[config.mk]
export PLATFORM = sky130hd
export DESIGN_NAME = nr_refine_seq
export DESIGN_NICKNAME = d
export VERILOG_FILES = /design/src/rtl/nr_refine_seq_pkg.sv /design/src/rtl/fp32_mul.sv /design/src/rtl/fp32_sub_const.sv /design/src/rtl/nr_refine_seq.sv
export SDC_FILE = /design/constraint.sdc
export NUM_CORES = 2
export LEC_CHECK = 0
export BUFFER_PORTS_ARGS = -buffer_cell sky130_fd_sc_hd__buf_2
export CAP_MARGIN = 25
export CORE_UTILIZATION = 60
export CTS_BUF_LIST = sky130_fd_sc_hd__clkbuf_4 sky130_fd_sc_hd__clkbuf_8
export DETAILED_ROUTE_END_ITERATION = 10
export HOLD_SLACK_MARGIN = 0.03
export PLACE_DENSITY = 0.8
export SETUP_SLACK_MARGIN = 0.05
export SKIP_LAST_GASP = 1
export SLEW_MARGIN = 20
export SYNTH_ARGS = -nofsm -noshare
export SYNTH_HDL_FRONTEND = slang
export SYNTH_SLANG_ARGS = --single-unit
[constraint.sdc]
create_clock -name clk -period 10.3 [get_ports clk]
set_input_delay 0.515 -clock clk [delete_from_list [all_inputs] [get_ports clk]]
set_output_delay 0.515 -clock clk [all_outputs]
set_load 0.01 [all_outputs]
[src/rtl/nr_refine_seq_pkg.sv]
// Shared definitions for the Newton-Raphson inverse square root refinement engine.
// Contents: FP32 field widths, exponent bias, the 1.5 constant, FSM state encoding,
// and a special-value classifier used by the input check.
package nr_refine_seq_pkg;

  localparam int FP_W     = 32;
  localparam int EXP_W    = 8;
  localparam int FRAC_W   = 23;
  localparam int EXP_BIAS = 127;

  localparam logic [FP_W-1:0] FP_THREE_HALVES = 32'h3FC00000;

  typedef enum logic [2:0] {
    IDLE,
    SQ,
    TX,
    SUB,
    UPD,
    DONE
  } state_t;

  typedef struct packed {
    logic is_zero;
    logic is_inf;
    logic is_nan;
    logic is_neg;
  } fp_class_t;

  // A zero exponent field (true zero or denormal) is classified as zero.
  function automatic fp_class_t fp_classify(input logic [FP_W-1:0] v);
    fp_class_t c;
    c.is_zero = (v[FP_W-2 -: EXP_W] == '0);
    c.is_inf  = (v[FP_W-2 -: EXP_W] == '1) && (v[FRAC_W-1:0] == '0);
    c.is_nan  = (v[FP_W-2 -: EXP_W] == '1) && (v[FRAC_W-1:0] != '0);
    c.is_neg  = v[FP_W-1];
    return c;
  endfunction

endpackage

[src/rtl/fp32_mul.sv]
// Purpose: FP32 multiplier, truncating, denormal operands flushed to zero.
// Latency: LAT cycles from operands to product (registered output pipeline).
// Backpressure: none; free-running pipeline, caller holds operands and picks the product.
// Ports: clk, rst (sync active-low), a/b operands, p product.
module fp32_mul
  import nr_refine_seq_pkg::*;
#(
  parameter int LAT = 1
) (
  input  logic        clk,
  input  logic        rst,
  input  logic [31:0] a,
  input  logic [31:0] b,
  output logic [31:0] p
);

  logic [23:0] ma, mb;
  logic [47:0] prod;
  logic [9:0]  esum;
  logic [31:0] res;
  logic [31:0] pipe [LAT];

  always_comb begin
    ma   = {1'b1, a[22:0]};
    mb   = {1'b1, b[22:0]};
    prod = {24'b0, ma} * {24'b0, mb};
    // Biased exponent sum plus one when the mantissa product carries into bit 47.
    esum = {2'b0, a[30:23]} + {2'b0, b[30:23]} + {9'b0, prod[47]};
    res  = '0;
    if (a[30:23] != '0 && b[30:23] != '0 && esum > 10'(EXP_BIAS)) begin
      if (esum >= 10'(EXP_BIAS + 255))
        res = {a[31] ^ b[31], 8'hFF, 23'b0};
      else
        res = {a[31] ^ b[31], 8'(esum - 10'(EXP_BIAS)),
               prod[47] ? 23'(prod >> 24) : 23'(prod >> 23)};
    end
  end

  always_ff @(posedge clk) begin
    if (!rst) begin
      for (int i = 0; i < LAT; i++) pipe[i] <= '0;
    end else begin
      pipe[0] <= res;
      for (int i = 1; i < LAT; i++) pipe[i] <= pipe[i-1];
    end
  end

  assign p = pipe[LAT-1];

endmodule

[src/rtl/fp32_sub_const.sv]
// Purpose: d = K - p for positive p with exponent in [-8,0], via 30-bit fixed point.
// Latency: combinational.
// Backpressure: none. Ports: p operand, d result (0 on fault), err range fault.
module fp32_sub_const
  import nr_refine_seq_pkg::*;
#(
  parameter logic [31:0] K = FP_THREE_HALVES
) (
  input  logic [31:0] p,
  output logic [31:0] d,
  output logic        err
);

  // Fixed point: bit 29 weighs 2^0, so values below 2.0 fit in 30 bits.
  localparam logic [29:0] KFIX = {1'b1, K[22:0], 6'b0} >> (8'(EXP_BIAS) - K[30:23]);

  logic [7:0]  pe;
  logic        in_range;
  logic [29:0] pf, df;
  logic [4:0]  msb;

  always_comb begin
    pe       = p[30:23];
    in_range = !p[31] && (pe >= 8'(EXP_BIAS - 8)) && (pe <= 8'(EXP_BIAS));
    pf       = {1'b1, p[22:0], 6'b0} >> (8'(EXP_BIAS) - pe);
    df       = KFIX - pf;
    msb      = '0;
    for (int i = 0; i < 30; i++)
      if (df[i]) msb = 5'(i);
    err = !in_range || (pf >= KFIX);
    d   = '0;
    // Renormalise: leading one at bit msb means value 2^(msb-29); fraction truncated.
    if (!err)
      d = {1'b0, 8'(EXP_BIAS - 29) + {3'b0, msb}, 23'((df << (5'd29 - msb)) >> 6)};
  end

endmodule

[src/rtl/nr_refine_seq.sv]
// Purpose: Newton-Raphson refinement y <- y*(1.5 - x/2*y^2) on one shared FP32 multiplier.
// Latency: 3*(MUL_LAT+1)+1 cycles per pass; special operands finish right after accept.
// Backpressure: one op in flight; in_ready low from accept until the result is taken.
// Ports: clk, rst (sync active-low), in_valid/in_ready/y0_in/xhalf_in,
//        out_valid/out_ready/y_out/out_err.
module nr_refine_seq
  import nr_refine_seq_pkg::*;
#(
  parameter int          ITERATIONS   = 1,
  parameter int          MUL_LAT      = 1,
  parameter logic [31:0] THREE_HALVES = FP_THREE_HALVES
) (
  input  logic        clk,
  input  logic        rst,
  input  logic        in_valid,
  output logic        in_ready,
  input  logic [31:0] y0_in,
  input  logic [31:0] xhalf_in,
  output logic        out_valid,
  input  logic        out_ready,
  output logic [31:0] y_out,
  output logic        out_err
);

  localparam logic [7:0] WLAST = 8'(MUL_LAT);

  state_t      state;
  logic [31:0] y_r, xh_r, p_r, d_r;
  logic [7:0]  wcnt;
  logic [1:0]  icnt;
  logic [31:0] mul_a, mul_b, mul_p;
  logic [31:0] sub_d;
  logic        sub_err;
  logic        in_special;

  assign in_special = (|fp_classify(y0_in)) || (|fp_classify(xhalf_in));

  // Operands stay on the multiplier for the whole state so the product is settled
  // by the last cycle, when it is captured.
  always_comb begin
    mul_a = '0;
    mul_b = '0;
    case (state)
      SQ:      begin mul_a = y_r; mul_b = y_r;  end
      TX:      begin mul_a = p_r; mul_b = xh_r; end
      UPD:     begin mul_a = y_r; mul_b = d_r;  end
      default: ;
    endcase
  end

  fp32_mul #(.LAT(MUL_LAT)) u_mul (
    .clk (clk),
    .rst (rst),
    .a   (mul_a),
    .b   (mul_b),
    .p   (mul_p)
  );

  fp32_sub_const #(.K(THREE_HALVES)) u_sub (
    .p   (p_r),
    .d   (sub_d),
    .err (sub_err)
  );

  always_ff @(posedge clk) begin
    if (!rst) begin
      state     <= IDLE;
      in_ready  <= 1'b0;
      out_valid <= 1'b0;
      y_out     <= '0;
      out_err   <= 1'b0;
      icnt      <= '0;
      wcnt      <= '0;
      y_r       <= '0;
      xh_r      <= '0;
      p_r       <= '0;
      d_r       <= '0;
    end else begin
      case (state)
        IDLE: begin
          in_ready <= 1'b1;
          if (in_valid && in_ready) begin
            y_r      <= y0_in;
            xh_r     <= xhalf_in;
            icnt     <= '0;
            wcnt     <= '0;
            in_ready <= 1'b0;
            if (in_special) begin
              state     <= DONE;
              out_valid <= 1'b1;
              out_err   <= 1'b1;
              y_out     <= y0_in;
            end else begin
              state <= SQ;
            end
          end
        end
        SQ: begin
          if (wcnt == WLAST) begin
            p_r   <= mul_p;
            wcnt  <= '0;
            state <= TX;
          end else begin
            wcnt <= wcnt + 8'd1;
          end
        end
        TX: begin
          if (wcnt == WLAST) begin
            p_r   <= mul_p;
            wcnt  <= '0;
            state <= SUB;
          end else begin
            wcnt <= wcnt + 8'd1;
          end
        end
        SUB: begin
          d_r <= sub_d;
          if (sub_err) out_err <= 1'b1;
          state <= UPD;
        end
        UPD: begin
          if (wcnt == WLAST) begin
            y_r  <= mul_p;
            wcnt <= '0;
            icnt <= icnt + 2'd1;
            if ((int'(icnt) + 1) < ITERATIONS) begin
              state <= SQ;
            end else begin
              state     <= DONE;
              out_valid <= 1'b1;
              y_out     <= mul_p;
            end
          end else begin
            wcnt <= wcnt + 8'd1;
          end
        end
        DONE: begin
          if (out_ready) begin
            out_valid <= 1'b0;
            out_err   <= 1'b0;
            in_ready  <= 1'b1;
            state     <= IDLE;
          end
        end
        default: state <= IDLE;
      endcase
    end
  end

endmodule
======== Word-level counts from Yosys, hierarchy flattened ========
Memories as Yosys holds them, arrays and structs flattened.
Index checks and enable logic that the tools add are counted.
word-level totals
  register bits ........................... 176
  RAM bits ................................ 32
  input port bits ......................... 68
  output and inout bits ................... 35
  memories ................................ 1
memories
  name        depth  width  read ports  clocked after Yosys merged registers in  write ports  line            RTL
  u_mul.pipe  1      32     1           0                                        1            fp32_mul.sv:21  logic [31:0] pipe [LAT];
cells by class
  $add $sub $neg .......................... 10
  $mul .................................... 1
  magnitude comparators ................... 6
  eq/ne operators ......................... 16
  shift operators ......................... 2
  muxes and demuxes ....................... 72
  bitwise gates (word level) .............. 1
  reductions and logical operators ........ 42
operators with widths
  operator                count
  $mux 32                 8
  $pmux 32 s2             3
  $mux 5                  28
  $pmux 32 s3             1
  $mux 31                 2
  $mul 24x24->48          1
  $logic_not 23->1        2
  $reduce_bool 23->1      2
  $reduce_or 32->1        1
  $ge 30x30->1 const B    1
  $shl 30x5->29           1
  $shr 30x8->30           1
  $sub 30x30->30 const A  1
  $mux 23                 1
  $mux 3                  7
  $pmux 3 s6              1
  $eq 8x8->1 const B      2
  $logic_not 8->1         2
  $mux 8                  2
  $ne 2x2->1 const B      8
  $pmux 8 s2              1
  $reduce_bool 8->1       2
  $reduce_and 5->1        3
  $mux 1                  12
  35 further kinds        57

======== Longest topological paths before layout ========
  word-level depth ........................ 35
  depth in mapped cells ................... 53
  gate-level depth less buffers ........... 48

======== Hierarchy ========
A second synthesis with hierarchy kept.
second synthesis, totals
  cell total of the unflattened synthesis .. 3987
  area total of the unflattened synthesis .. 33261.9 um^2
by module, submodules not included
  module          instances  cells an instance  area an instance (um^2)  sequential area each (um^2)
  fp32_mul        1          2348               20214.4                  640.6
  nr_refine_seq   1          927                8152.8                   3483.3
  fp32_sub_const  1          712                4894.7                   0.0

======== Worst setup path after synthesis ========
OpenSTA, ideal clock, no wires.
  path kind ............................... register to register
  from .................................... register state[1]
  to ...................................... memory u_mul.pipe[0][14]
  arrival time ............................ 10.860 ns
  slack ................................... -0.675 ns
  cell stages (with the launch flop) ...... 51
  clock period less this slack ............ 10.975 ns
  path through ............................ dfxtp_1 -> clkbuf_1 -> nor2b_1 -> clkbuf_1 -> clkbuf_1 -> buf_1 -> a22oi_1 -> o21ai_1 -> clkbuf_1 -> nand2_1 -> fa_1 -> inv_1 -> fa_1 -> inv_1 -> fa_1 -> inv_1 -> fa_1 -> inv_1 -> (+15 left out) -> o41a_1 -> mux2i_1 -> nand2_1 -> inv_2 -> fa_1 -> inv_1 -> fa_1 -> inv_1 -> a21oi_1 -> o21bai_1 -> a21oi_1 -> o21bai_1 -> xnor2_1 -> nor3_1 -> o21ai_0 -> nand2_1 -> clkbuf_1 -> a2111oi_0
between the ends
  longest elaborated chain between the ends .. 9
RTL lines
  element                                        line                            RTL
  start: declaration                             nr_refine_seq.sv:27             state_t state;
  start signal: assignment                       nr_refine_seq.sv:67             state <= IDLE;
  start signal: assignment                       nr_refine_seq.sv:89             state <= DONE;
  start signal: assignment                       nr_refine_seq.sv:94             state <= SQ;
  $eq 3x3->1 or $eq 3x1->1 (tied branches)       nr_refine_seq.sv:43             case (state)
  $reduce_or 2->1 (no line)                      --
  $pmux 32 s2                                    nr_refine_seq.sv:43
  $mul 24x24->48 or $add 8x8->9 (tied branches)  fp32_mul.sv:26, fp32_mul.sv:28
  $add 9x1->10                                   fp32_mul.sv:28                  esum = {2'b0, a[30:23]} + {2'b0, b[30:23]} + {9'b0, prod[47]};
  $ge 10x9->1 or $gt 10x7->1 (tied branches)     fp32_mul.sv:31, fp32_mul.sv:30
  $mux 31 or $logic_and 1x1->1 (tied branches)   fp32_mul.sv:31, fp32_mul.sv:30
  $mux 32 *                                      fp32_mul.sv:30                  if (a[30:23] != '0 && b[30:23] != '0 && esum > 10'(EXP_BIAS)) begin
  $mux 32 (no line) *                            --
  end: declaration                               fp32_mul.sv:21
Mark *: on every way between the ends. The rest lies on a longest branch, timed or not.

======== Final worst setup path ========
  from .................................... register state[2]
  to ...................................... memory u_mul.pipe[0][22]
Same word-level chain as after synthesis.

==> results.json <==
{
  "reg2reg_slack_ps": 50,
  "synth_cell_type_count": 116,
  "rr_startpoint": "state[2]$_SDFFE_PN0P_",
  "synthXorXnorAreaFrac_pct": 1.81,
  "synth_top_family_by_area": "adder cells",
  "cts_inserted_buffers": 36,
  "syn_inst": 3809,
  "dpl-instance-area_mm2": 0.0337,
  "period_needed_ps": 10250,
  "clk_latency_ps": 530,
  "fillers": 3859,
  "crit_slowest_cell": "fa_1",
  "finalSetupViolations": 0,
  "antenna_left": 0,
  "reg2reg_depth": 46,
  "coreArea_mm2": 0.0515,
  "area_delta_synth_final_pct": 15.1,
  "postLayoutCellArea_mm2": 0.0362,
  "critPathMostFrequentCell": "fa_1",
  "num_vias": 29533,
  "slew_headroom_pct": 29.1,
  "final_nets": 4760,
  "gp_congestion": 1.06,
  "whs_path_depth": 3,
  "synth.area.mux_share_pct": 4.37,
  "finalCritPeriodShare_pct": 99.5,
  "synth-seq-area-share_pct": 13.1,
  "fmax_mhz": 97.6,
  "wl_um": 104000,
  "htreeDepth": 2,
  "portBuffers": 102,
  "ys_ff_latch": 205,
  "drt-initial-drc-count": 4123,
  "stdcell_count": 4732,
  "critPathKind": "register to register",
  "rsz0062_at_grt": "true",
  "first_global_vias": 27904,
  "required_ps": 10770,
  "finalPower_mw": 3.91,
  "clock-sinks": 205,
  "start_util_pct": 61.0,
  "worst_slew_pin_slew_ps": 1040,
  "grt_remaining_overflow": 0,
  "synth_compound_area_share_pct": 13.7,
  "drv_slew": 0,
  "hp-class": "input port to register",
  "die_x_um": 231,
  "first_pass_iters": 7,
  "clkTransAtPathRegs_ps": 60,
  "status": "finished, final reports clean",
  "holdPathEnd": "xh_r[12]$_SDFFE_PN0P_",
  "clk_path_buf_depth": 3,
  "clock-skew-final_ps": 33.1,
  "cp_max_fo": 7,
  "drive_gt1_share_pct": 18.6,
  "synth_edf_count": 0,
  "fin_util_pct": 70.2,
  "die-area_mm2": 0.0533,
  "antenna_found_initial": 0,
  "grt_max_degree": 66,
  "dpl.hpwl_um": 82800,
  "powerDensity_mw_per_mm2": 108,
  "async_reset_ff_share_pct": 0,
  "hp-start": "xhalf_in[12]",
  "dp_cells": 4581,
  "hold_viol_final": 0,
  "clock-root-buffer": "clkbuf_8",
  "critPathMaxStageDelay_ps": 530,
  "p_leak_nw": 16.2,
  "placementRows": 83,
  "syn-num-nets": 4543,
  "diodes": 0,
  "die_y_um": 231,
  "yosys.area_share.simple_pct": 18.7,
  "timing.rr.end": "u_mul.pipe[0][22]$_SDFF_PP0_",
  "grt_usage_pct": 38.0,
  "ys.flop_type": "dfxtp_1",
  "start_kind": "register",
  "grt_pass1_wl_um": 157000,
  "viasPerCell": 6.24,
  "io_pins": 103,
  "ir_worst_vdd_mv": 0.182,
  "cap_violations": 0,
  "synth_area_mm2": 0.0314,
  "fin_tns_setup_ps": 0,
  "setup.worst_path.end_class": "register",
  "synth_warnings": 0,
  "synth-adder-area-share_pct": 38.1,
  "drcViolationCount": 0,
  "cp.arrival_ps": 10720,
  "cts_tree": "done",
  "syn_avg_cell_area_um2": 8.25,
  "wl_per_cell_um": 22.1
}
[registers in the layout, indices dropped and copies added, names as in the netlist]
signal,cells
wcnt,8
y_r,32
state,3
d_r,31
out_err,1
xh_r,32
p_r,32
in_ready,1
u_mul.pipe,32
y_out,32
out_valid,1
[worst max-delay path: cells and delay by family (launching register included)]
| family | cells | cell delay (ps) |
|---|---|---|
| buffers and inverters | 13 | 1460 |
| flip-flops | 1 | 430 |
| multiplexers | 1 | 190 |
| AND/OR/NAND/NOR | 9 | 1620 |
| AO/OA/AOI/OAI | 13 | 2280 |
| adder cells (fa/ha/maj) | 10 | 4210 |
[cell type report]
| cell class | instances | area (um2) | share of cell area [%] |
|---|---|---|---|
| clock buffer | 57 | 741 | 2.05 |
| clock inverter | 7 | 66.3 | 0.183 |
| inverter | 586 | 2250 | 6.22 |
| multi-input combinational | 2787 | 24800 | 68.5 |
| sequential | 205 | 4120 | 11.4 |
| tap | 680 | 851 | 2.35 |
| timing repair buffer | 409 | 3360 | 9.28 |
| timing repair inverter | 1 | 5.00 | 0.0138 |
[how the worst max path moves through the flow]
stage / start / end / slack, ps / depth (start not counted)
floorplan: state[1]$_SDFFE_PN0P_ / u_mul.pipe[0][14]$_SDFF_PP0_ / 70 / 51
global placement: state[2]$_SDFFE_PN0P_ / u_mul.pipe[0][22]$_SDFF_PP0_ / -200 / 46
detailed placement: state[2]$_SDFFE_PN0P_ / u_mul.pipe[0][22]$_SDFF_PP0_ / -270 / 46
CTS: state[1]$_SDFFE_PN0P_ / u_mul.pipe[0][22]$_SDFF_PP0_ / 60 / 45
global route: state[2]$_SDFFE_PN0P_ / u_mul.pipe[0][22]$_SDFF_PP0_ / -270 / 46
finish: state[2]$_SDFFE_PN0P_ / u_mul.pipe[0][22]$_SDFF_PP0_ / 50 / 46
[repair_timing]
item / in CTS / in global routing
hold buffers: 0 / 0
pin swaps: 2 / 94
gates cloned: 0 / 8
setup endpoints to repair: 32 / 32
buffers inserted: 0 / 78
resized for setup: 15 / 208
endpoints found under the hold margin: 0 / 0
[layout by cell type, fill, tap and decap left out, types with 15 or more instances in the layout]
cell / Yosys / final
o221a_2: 35 / 34
and2_1: 22 / 22
fa_2: 0 / 23
o221ai_1: 18 / 18
inv_2: 6 / 23
xor2_1: 24 / 23
nand4_1: 29 / 29
nand3_1: 72 / 71
nor2_2: 0 / 18
a21oi_1: 129 / 119
buf_12: 0 / 20
mux2_2: 22 / 22
a22oi_1: 65 / 59
buf_2: 11 / 103
nor3_1: 51 / 45
buf_4: 9 / 236
o21ai_0: 89 / 85
and3_1: 16 / 16
mux2i_1: 83 / 83
nand2_1: 605 / 596
a22o_1: 24 / 21
dfxtp_1: 205 / 201
clkbuf_8: 0 / 50
fa_1: 483 / 460
o22ai_1: 26 / 26
nor2_1: 413 / 392
inv_1: 566 / 543
buf_6: 18 / 35
xnor2_1: 39 / 37
a21o_1: 27 / 23
nor4_1: 17 / 15
ha_1: 183 / 173
[Yosys cell counts (all sizes together) (51+ instances only)]
library cell | n | area, um2
a21oi | 130 | 654
a22oi | 65 | 488
buf | 51 | 374
clkbuf | 180 | 676
dfxtp | 205 | 4100
fa | 483 | 9670
ha | 183 | 2290
inv | 572 | 2150
mux2i | 87 | 903
nand2 | 605 | 2270
nand3 | 74 | 380
nor2 | 415 | 1570
nor3 | 54 | 285
o21ai | 101 | 509
[report_power, final]
part           switching [mW]  internal, mW
registers               0.133         0.929
logic                    1.23         0.783
clock network           0.346         0.483
total                    1.71          2.19
[per-layer routing]
| layer | routed length (um) | vias up | global-route usage (%) | share of wire, % |
|---|---|---|---|---|
| li1 | - | 12858 | - | - |
| met1 | 39700 | 14115 | 52.8 | 38 |
| met2 | 44600 | 2169 | 55.8 | 43 |
| met3 | 14500 | 391 | 10.3 | 14 |
| met4 | 5590 | 0 | 15.9 | 5.4 |
| met5 | 0 | - | 0 | 0 |
[metrics by stage]
stage	hold WS, ps	setup slack [ps]
6_report	212	53.3
5_1_grt	225	-268
4_1_cts	212	55.5
3_5_place_dp	448	-269
3_3_place_gp	443	-203
2_1_floorplan	425	74.5
[kinds of logic after synthesis]
kind of cell | count (synthesis)
and+or+nand+nor | 1335
muxes | 120
adders and majority gates | 667
AOI/OAI and AO/OA | 601
DFF | 205
buffers and inverters | 817
xor gates and xnor gates | 64
Note: power is estimated with default switching activity, not from simulation.
